File: src/rtl/mem_access_unit_pkg.sv
// Shared encodings for the MEM-stage load/store unit: RV32 funct3 codes, FSM states, size/mask helpers.
package mem_access_unit_pkg;

   localparam logic [2:0] F3_B  = 3'b000;
   localparam logic [2:0] F3_H  = 3'b001;
   localparam logic [2:0] F3_W  = 3'b010;
   localparam logic [2:0] F3_BU = 3'b100;
   localparam logic [2:0] F3_HU = 3'b101;

   typedef enum logic [1:0] {
      S_IDLE   = 2'd0,
      S_SECOND = 2'd1,
      S_RESP   = 2'd2
   } state_e;

   function automatic logic [2:0] size_of(input logic [2:0] f3);
      case (f3)
         F3_B, F3_BU: size_of = 3'd1;
         F3_H, F3_HU: size_of = 3'd2;
         default:     size_of = 3'd4;
      endcase
   endfunction

   function automatic logic [3:0] size_mask(input logic [2:0] f3);
      case (f3)
         F3_B, F3_BU: size_mask = 4'b0001;
         F3_H, F3_HU: size_mask = 4'b0011;
         default:     size_mask = 4'b1111;
      endcase
   endfunction

   // Unsigned widths exist only for loads.
   function automatic logic f3_legal(input logic [2:0] f3, input logic we);
      case (f3)
         F3_B, F3_H, F3_W: f3_legal = 1'b1;
         F3_BU, F3_HU:     f3_legal = !we;
         default:          f3_legal = 1'b0;
      endcase
   endfunction

endpackage

File: src/rtl/mem_access_unit_if.sv
// Pipeline request/response handshake plus RAM port A; master = pipeline and RAM side, slave = the unit.
interface mem_access_unit_if;

   logic        req_valid;
   logic        req_ready;
   logic        req_we;
   logic [2:0]  req_funct3;
   logic [31:0] req_addr;
   logic [31:0] req_wdata;
   logic        resp_valid;
   logic [31:0] resp_rdata;
   logic        resp_err;
   logic [3:0]  ram_we;
   logic [29:0] ram_addr;
   logic [31:0] ram_din;
   logic [31:0] ram_dout;

   modport master (
      output req_valid, req_we, req_funct3, req_addr, req_wdata, ram_dout,
      input  req_ready, resp_valid, resp_rdata, resp_err, ram_we, ram_addr, ram_din
   );

   modport slave (
      input  req_valid, req_we, req_funct3, req_addr, req_wdata, ram_dout,
      output req_ready, resp_valid, resp_rdata, resp_err, ram_we, ram_addr, ram_din
   );

endinterface

File: src/rtl/mem_access_unit_load_align_ext.sv
// Combinational load extractor: selects bytes off.. of {hi,lo} and sign/zero-extends per funct3.
module load_align_ext
   import mem_access_unit_pkg::*;
(
   input  logic [31:0] hi_i,
   input  logic [31:0] lo_i,
   input  logic [1:0]  off_i,
   input  logic [2:0]  funct3_i,
   output logic [31:0] data_o
);

   logic [63:0] both;
   logic [31:0] win;

   assign both = {hi_i, lo_i};
   assign win  = both[{1'b0, off_i, 3'b000} +: 32];

   always_comb begin
      data_o = '0;
      case (funct3_i)
         F3_B:    data_o = {{24{win[7]}}, win[7:0]};
         F3_H:    data_o = {{16{win[15]}}, win[15:0]};
         F3_W:    data_o = win;
         F3_BU:   data_o = {24'h0, win[7:0]};
         F3_HU:   data_o = {16'h0, win[15:0]};
         default: data_o = '0;
      endcase
   end

endmodule

File: src/rtl/mem_access_unit.sv
// RV32 load/store unit driving RAM port A; resp 1 cycle after accept (2 if word-crossing), req_ready low while busy.
// MISALIGN_TRAP_EN: word-crossing requests trap with resp_err instead of splitting into two RAM cycles.
module mem_access_unit
   import mem_access_unit_pkg::*;
#(
   parameter int RAM_AW = 12
) (
   input logic              clk,
   input logic              rst_n,
   mem_access_unit_if.slave bus
);

   state_e      state_q, state_d;
   logic [29:0] addr_q, addr_d;
   logic [1:0]  off_q, off_d;
   logic [2:0]  f3_q, f3_d;
   logic        we_q, we_d;
   logic        err_q, err_d;
   logic        cross_q, cross_d;
   logic [3:0]  we2_q, we2_d;
   logic [31:0] din2_q, din2_d;
   logic [31:0] lo_q, lo_d;

   logic [2:0]  req_size;
   logic [7:0]  mask8;
   logic [63:0] din64;
   logic        crossing;
   logic        req_bad;
   logic [31:0] align_hi, align_lo, load_data;

   function automatic logic oor(input logic [29:0] w);
      oor = |(w >> RAM_AW);
   endfunction

   // Lane-shift into a 64-bit window: low half hits the first word, high half the next.
   assign req_size = size_of(bus.req_funct3);
   assign mask8    = {4'b0000, size_mask(bus.req_funct3)} << bus.req_addr[1:0];
   assign din64    = {32'h0, bus.req_wdata} << {bus.req_addr[1:0], 3'b000};
   assign crossing = ({1'b0, bus.req_addr[1:0]} + req_size) > 3'd4;
   assign req_bad  = !f3_legal(bus.req_funct3, bus.req_we) || oor(bus.req_addr[31:2]);

   always_comb begin
      state_d       = state_q;
      addr_d        = addr_q;
      off_d         = off_q;
      f3_d          = f3_q;
      we_d          = we_q;
      err_d         = err_q;
      cross_d       = cross_q;
      we2_d         = we2_q;
      din2_d        = din2_q;
      lo_d          = lo_q;
      bus.req_ready = 1'b0;
      bus.ram_we    = 4'b0000;
      bus.ram_din   = 32'h0;
      case (state_q)
         S_IDLE: begin
            bus.req_ready = 1'b1;
            if (bus.req_valid) begin
               addr_d  = bus.req_addr[31:2];
               off_d   = bus.req_addr[1:0];
               f3_d    = bus.req_funct3;
               we_d    = bus.req_we;
               err_d   = 1'b0;
               cross_d = 1'b0;
               lo_d    = 32'h0;
               state_d = S_RESP;
               if (req_bad) begin
                  err_d = 1'b1;
               end else if (crossing) begin
`ifdef MISALIGN_TRAP_EN
                  err_d = 1'b1;
`else
                  cross_d = 1'b1;
                  we2_d   = mask8[7:4];
                  din2_d  = din64[63:32];
                  state_d = S_SECOND;
                  if (bus.req_we) begin
                     bus.ram_we  = mask8[3:0];
                     bus.ram_din = din64[31:0];
                  end
`endif
               end else if (bus.req_we) begin
                  bus.ram_we  = mask8[3:0];
                  bus.ram_din = din64[31:0];
               end
            end
         end
         S_SECOND: begin
            // Read data of the first word arrives now; the first word is never rolled back.
            addr_d  = addr_q + 30'd1;
            lo_d    = bus.ram_dout;
            state_d = S_RESP;
            if (oor(addr_q + 30'd1)) begin
               err_d = 1'b1;
            end else if (we_q) begin
               bus.ram_we  = we2_q;
               bus.ram_din = din2_q;
            end
         end
         S_RESP: begin
            state_d = S_IDLE;
         end
         default: begin
            state_d = S_IDLE;
         end
      endcase
   end

   assign bus.ram_addr = addr_d;

   assign align_hi = cross_q ? bus.ram_dout : 32'h0;
   assign align_lo = cross_q ? lo_q : bus.ram_dout;

   load_align_ext u_align (
      .hi_i     (align_hi),
      .lo_i     (align_lo),
      .off_i    (off_q),
      .funct3_i (f3_q),
      .data_o   (load_data)
   );

   assign bus.resp_valid = (state_q == S_RESP);
   assign bus.resp_err   = bus.resp_valid && err_q;
   assign bus.resp_rdata = (bus.resp_valid && !err_q && !we_q) ? load_data : 32'h0;

   always_ff @(posedge clk or negedge rst_n) begin
      if (!rst_n) begin
         state_q <= S_IDLE;
         addr_q  <= '0;
         off_q   <= '0;
         f3_q    <= '0;
         we_q    <= 1'b0;
         err_q   <= 1'b0;
         cross_q <= 1'b0;
         we2_q   <= '0;
         din2_q  <= '0;
         lo_q    <= '0;
      end else begin
         state_q <= state_d;
         addr_q  <= addr_d;
         off_q   <= off_d;
         f3_q    <= f3_d;
         we_q    <= we_d;
         err_q   <= err_d;
         cross_q <= cross_d;
         we2_q   <= we2_d;
         din2_q  <= din2_d;
         lo_q    <= lo_d;
      end
   end

endmodule

File: src/flat_wrapper.sv
// flat-port wrapper written by rule: the top's interface ports become plain ports
module mem_access_unit_flat import mem_access_unit_pkg::*;
#(
   parameter int RAM_AW = 12
)
  (clk, rst_n, bus_req_valid, bus_req_we, bus_req_funct3, bus_req_addr, bus_req_wdata, bus_ram_dout, bus_req_ready, bus_resp_valid, bus_resp_rdata, bus_resp_err, bus_ram_we, bus_ram_addr, bus_ram_din);
  mem_access_unit_if bus_i ();
  input logic clk;
  input logic rst_n;
  input wire logic [$bits(bus_i.req_valid)-1:0] bus_req_valid;
  input wire logic [$bits(bus_i.req_we)-1:0] bus_req_we;
  input wire logic [$bits(bus_i.req_funct3)-1:0] bus_req_funct3;
  input wire logic [$bits(bus_i.req_addr)-1:0] bus_req_addr;
  input wire logic [$bits(bus_i.req_wdata)-1:0] bus_req_wdata;
  input wire logic [$bits(bus_i.ram_dout)-1:0] bus_ram_dout;
  output wire logic [$bits(bus_i.req_ready)-1:0] bus_req_ready;
  output wire logic [$bits(bus_i.resp_valid)-1:0] bus_resp_valid;
  output wire logic [$bits(bus_i.resp_rdata)-1:0] bus_resp_rdata;
  output wire logic [$bits(bus_i.resp_err)-1:0] bus_resp_err;
  output wire logic [$bits(bus_i.ram_we)-1:0] bus_ram_we;
  output wire logic [$bits(bus_i.ram_addr)-1:0] bus_ram_addr;
  output wire logic [$bits(bus_i.ram_din)-1:0] bus_ram_din;
  assign bus_i.req_valid = bus_req_valid;
  assign bus_i.req_we = bus_req_we;
  assign bus_i.req_funct3 = bus_req_funct3;
  assign bus_i.req_addr = bus_req_addr;
  assign bus_i.req_wdata = bus_req_wdata;
  assign bus_i.ram_dout = bus_ram_dout;
  assign bus_req_ready = bus_i.req_ready;
  assign bus_resp_valid = bus_i.resp_valid;
  assign bus_resp_rdata = bus_i.resp_rdata;
  assign bus_resp_err = bus_i.resp_err;
  assign bus_ram_we = bus_i.ram_we;
  assign bus_ram_addr = bus_i.ram_addr;
  assign bus_ram_din = bus_i.ram_din;
  mem_access_unit #(.RAM_AW(RAM_AW)) u_core (.clk(clk), .rst_n(rst_n), .bus(bus_i));
endmodule
File: config.mk
export PLATFORM = sky130hd
export DESIGN_NAME = mem_access_unit_flat
export DESIGN_NICKNAME = d
export VERILOG_FILES = /design/src/rtl/mem_access_unit_pkg.sv /design/src/rtl/mem_access_unit_if.sv /design/src/rtl/mem_access_unit_load_align_ext.sv /design/src/rtl/mem_access_unit.sv /design/src/flat_wrapper.sv
export SDC_FILE = /design/constraint.sdc
export NUM_CORES = 1
export LEC_CHECK = 0
export BUFFER_PORTS_ARGS = -buffer_cell sky130_fd_sc_hd__buf_2
export CAP_MARGIN = 20
export CELL_PAD_IN_SITES_DETAIL_PLACEMENT = 0
export CELL_PAD_IN_SITES_GLOBAL_PLACEMENT = 2
export CORE_MARGIN = 1
export CORE_UTILIZATION = 35
export CTS_BUF_LIST = sky130_fd_sc_hd__clkbuf_8
export DETAILED_ROUTE_END_ITERATION = 6
export PLACE_DENSITY = 0.95
export SYNTH_ARGS = -nofsm -noshare
export SYNTH_HDL_FRONTEND = slang
export SYNTH_SLANG_ARGS = --single-unit
export TNS_END_PERCENT = 1
File: constraint.sdc
create_clock -name clk -period 7.6 [get_ports clk]
set_clock_uncertainty 0.15 [all_clocks]
set_input_delay 1.52 -clock clk [delete_from_list [all_inputs] [get_ports clk]]
set_output_delay 1.52 -clock clk [all_outputs]
set_load 0.1 [all_outputs]
After elaboration in Yosys (flattened, before gate mapping) --
Cells that the tools add are included. Widths: inputs -> output; s select.
Storage, ports and cells: bits in registers 108, output and inout port bits 101
Cells by class: multiplexer cells 34, shift-type cells 3, bitwise logic cells 1, reductions and logical operators 22, magnitude comparators 1, add/sub/neg operators 2, equal/unequal tests 12
Operators by type and width (count):
- $mux 32 | 9
- $pmux 32 s5 | 1
- $pmux 32 s2 | 2
- $shiftx 64x6->32 | 1
- $shl 32x5->64 | 1
- $pmux 30 s2 | 1
- $reduce_or 18->1 | 2
- $add 30x1->30 const B | 1
- $mux 30 | 1
- $mux 4 | 5
- $pmux 4 s2 | 2
- $eq 3x3->1 const B | 4
- $shl 4x2->8 | 1
- $eq 3x1->1 const B | 2
- $eq 3x2->1 const B | 2
- $logic_not 3->1 | 2
- $mux 1 | 6
- $mux 2 | 3
- $pmux 3 s2 | 1
- $reduce_or 2->1 | 3
- $logic_not 1->1 | 4
- $pmux 1 s2 | 2
- $pmux 2 s2 | 1
- $reduce_and 2->1 | 2
- 14 further kinds | 16

Longest topological paths before layout --
word-level depth 9, gate-level depth with buffers 12, gate-level depth less buffers 9

By module --
A second synthesis with hierarchy kept.
Unflattened totals: cell total of the unflattened synthesis 929, area total of the unflattened synthesis 8326.7 µm²
Modules (own cells, without submodules):
- mem_access_unit | sequential area each 2477.4 µm², area each 7029.2 µm², cells each 814, instances 1
- load_align_ext | sequential area each 0.0 µm², area each 1297.5 µm², cells each 115, instances 1

Least setup slack after synthesis --
No wires, ideal clock.
path kind input port to output port, start input port bus_req_valid, end output port bus_ram_we[3], slack 0.522 ns, stages 5, data arrival time 5.408 ns, buffers on the path 2, cell sequence buf_4 > nor3b_2 > clkbuf_1 > nand2_1 > nor4b_1
Between the ends: cells in the longest elaborated chain, start to end 2
Ends and longest elaborated chain:
- start, declared | RTL line flat_wrapper.sv:10 | input wire logic [$bits(bus_i.req_valid)-1:0] bus_req_valid;
- $mux 4 | RTL line mem_access_unit.sv:59 | if (bus.req_valid) begin
- $pmux 4 s2 | RTL line mem_access_unit.sv:56 | case (state_q)
- end, declared | RTL line flat_wrapper.sv:20 | output wire logic [$bits(bus_i.ram_we)-1:0] bus_ram_we;
Every way passes these cells.

Final worst setup path --
start input port bus_req_addr[16], end output port bus_ram_din[19]
Between the ends: cells in the longest elaborated chain, start to end 5
Ends and longest elaborated chain:
- start, declared | RTL line flat_wrapper.sv:13 | input wire logic [$bits(bus_i.req_addr)-1:0] bus_req_addr;
- $reduce_or 18->1 | RTL line mem_access_unit.sv:32 | oor = |(w >> RAM_AW);
- $logic_or 1x1->1 | RTL line mem_access_unit.sv:40 | assign req_bad = !f3_legal(bus.req_funct3, bus.req_we) || oor(bus.req_addr[31:2]);
- $mux 32 | RTL line mem_access_unit.sv:68 | if (req_bad) begin
- $mux 32 | RTL line mem_access_unit.sv:59
- $pmux 32 s2 | RTL line mem_access_unit.sv:56
- end, declared | RTL line flat_wrapper.sv:22 | output wire logic [$bits(bus_i.ram_din)-1:0] bus_ram_din;
Every way passes these cells.

==> reports/metrics.cfg <==
[status]
status = completed

[critical_path]
crit_type = primary input to primary output
path_cells = buf_2 > nor4_1 > nand2_1 > or3b_1 > nor2_1 > o211ai_1 > o31ai_2 > buf_2
endpoint_kind = primary output
cpMaxStageDelayCell = nor2_1
worstPathRequired_ns = 5.93
slowest_delay_ns = 0.88
crit_arrival_ns = 4.71
crit_path_frequent_cell = buf_2
crit_fanout = 11
worstSetupStartpointType = primary input

[cells_and_area]
final_design_area_no_fill_um2 = 9380
n_antenna_cell = 0
nets = 1189
area.growth.synth_to_final_pct = 16.6
stdcell_count = 1373
seq_area_um2 = 2480
fillers = 2359
drive_gt1_frac = 0.291
multi_input_area_um2 = 5120

[yosys]
synth.top_cell.area_share = 0.308
synth-xor-area-share = 0.0120
synth.area.mux_share = 0.138
yosys.area_share.simple = 0.211
synth_flop_cell = dfrtp_1
synth_top_cell_by_area = dfrtp_1
syn_area_um2 = 8050
yosysSeqAreaShare = 0.308
yosys_warnings = 0
synth_edf_count = 0
syn_inst = 949
synth_compound_area_frac = 0.267
ys_types = 67
synthTopCellsByArea = dfrtp_1 31%, mux2i_1 8.3%, nand2_1 6.3%, a22o_1 3.6%, o21ai_0 3.4%
async_flop_share = 1.00
syn_area_per_cell_um2 = 8.48
synth_fa_ha_area_frac = 0.00560
syn-num-nets = 1055
ys_ff_latch = 99
synth_top_family_by_area = compound AO/OA/AOI/OAI gates

[clock_tree]
clkTransAtPathRegs_ns = 0.10
post_cts_hold_buffer_count = 0
ctsResizeCount = 0
cts_setup_buffers = 0
cts_buffers = 9
cts_buffer_depth = 2
clock-sinks = 99
root_buffer = clkbuf_8
clock_latency_ns = 0.39
h-tree-depth = 3
cts_tree = yes

[die]
pin_count = 204
start_util = 0.356
die_area_um2 = 23600
rows = 55
core_um2 = 22600
die_h_um = 154
fp.dieW_um = 154

[drt]
antenna_left = 0
drt_iter0_drc = 509
drtPass1Iterations = 5
wirelength_um = 27000
routed-via-count = 8105
wl_per_cell_um = 19.7
drc = 0
routed_via_density = 5.90

[timing]
tightest_slew_ns = 1.05
fmax_mhz = 157
drv_slew = 0
hold_violations = 0
setup_viol = 0
setup_tns_ns = 0
fin_crit_sh = 0.839
fin_crit_ns = 6.38
slew_headroom = 0.303
rsz0062_at_grt = false

[global_route]
antenna_found_initial = 1
grt_max_degree = 68
grt_pass1_wl_um = 42900
grt_pass1_vias = 7687
grt_util_all_layers = 0.229
grt_overflow_total = 0

[worst_hold_path]
holdCritPathClass = flip-flop to flip-flop

[power]
leakage_nw = 4.06
vdd_drop_max_mv = 0.0874
p_per_area_nw_per_um2 = 168

[placed_design]
io_buffers = 203
place_hpwl_um = 19000
placed_area_um2 = 9140
gp_congestion = 0.905
placed_cells = 1355

[run]
max_cap_viol_count = 0

layer usage:
metal,GRT usage,up-vias,routed length (um)
li1,-,3842,-
met1,0.336,3967,13100
met2,0.350,269,12000
met3,0.0302,25,1460
met4,0.0614,2,369
met5,0,-,11
sequential cells by signal (all words and copies together) (netlist names):
signal          cells
u_core.lo_q        32
u_core.err_q        1
u_core.state_q      2
u_core.cross_q      1
u_core.we2_q        3
u_core.f3_q         3
u_core.addr_q      30
u_core.din2_q      24
u_core.off_q        2
u_core.we_q         1
path summary, 6_finish.rpt:
kind	from	to	slack (ns)	depth (start not counted)
max	bus_req_addr[16]	bus_ram_din[19]	1.22	8
min	u_core.din2_q[11]$_DFFE_PN0P_	u_core.din2_q[11]$_DFFE_PN0P_	0.34	2
max reg2reg	u_core.addr_q[0]$_DFF_PN0_	u_core.err_q$_DFFE_PN0P_	4.13	7
min reg2reg	u_core.din2_q[11]$_DFFE_PN0P_	u_core.din2_q[11]$_DFFE_PN0P_	0.34	2
max in group asynchronous	rst_n	u_core.cross_q$_DFFE_PN0P_	5.10	2
min in group asynchronous	rst_n	u_core.addr_q[2]$_DFF_PN0_	1.02	1
per-stage QoR:
step | setup slack [ns] | hold slack, ns | power (W) | utilization
floorplan | 0.522 | 0.299 | 0.00107 | -
global placement | 1.38 | 0.310 | 0.00121 | 0.405
detailed placement | 1.33 | 0.318 | 0.00121 | 0.405
CTS | 1.32 | 0.342 | 0.00160 | 0.414
global route | 1.18 | 0.364 | 0.00166 | 0.416
finish | 1.22 | 0.338 | 0.00158 | 0.416
synthesized netlist by cell type (all sizes together), types with 5 or more instances:
master,count
o31ai,33
or3,5
nor2b,9
a31oi,5
and3,5
o21ai,56
nand3,39
mux4,9
a22oi,17
o32ai,5
o311ai,5
o22a,14
xnor2,8
inv,11
dfrtp,99
a21oi,47
o22ai,21
a211oi,21
mux2i,67
mux2,21
nor2,48
a21o,5
a22o,33
clkbuf,63
nand4,37
o211ai,17
nor3,9
nor4,14
nand2b,16
and2,7
nand2,135
buf,35
critical path: cells and delay by family:
family | cells | cell delay [ns]
AOI/OAI and AO/OA | 2 | 0.37
buffers and inverters | 2 | 0.56
and+or+nand+nor | 4 | 2.23
layout by cell type, fill, tap and decap left out, types with 9 or more instances in the layout:
cell type,count
mux2_2,21
a22o_1,33
a211oi_1,19
o211ai_1,17
a21oi_1,47
nand2_1,135
nor4_1,11
o22ai_1,21
o31ai_2,20
mux2i_1,67
clkbuf_8,10
mux4_2,9
inv_1,11
buf_4,17
nand3_1,35
nand4_1,33
nand2b_1,16
o21ai_0,55
nor2_1,47
dfrtp_1,97
a22oi_1,17
buf_2,202
nor2b_1,9
o31ai_1,13
o22a_1,14
layout make-up:
cell class,count,area share
clock buffer,10,0.0147
clock inverter,6,0.00760
inverter,12,0.00480
multi-input combinational,740,0.546
sequential,99,0.264
tap,285,0.0380
timing repair buffer,221,0.125
report_power, final:
| part | switching (W) | internal (W) |
|---|---|---|
| logic | 0.000413 | 0.000167 |
| registers | 0.0000688 | 0.000554 |
| clock network | 0.000211 | 0.000165 |
logic make-up (layout without fill, tap and decap cells):
kind of cell,Yosys count,count (layout)
AO/OA/AOI/OAI,295,295
adder cells (fa/ha/maj),3,3
buffers and inverters,110,249
AND/OR/NAND/NOR,334,334
flip-flops,99,99
multiplexers,97,97
XOR/XNOR,11,11
Note: power is estimated with default switching activity, not from simulation.
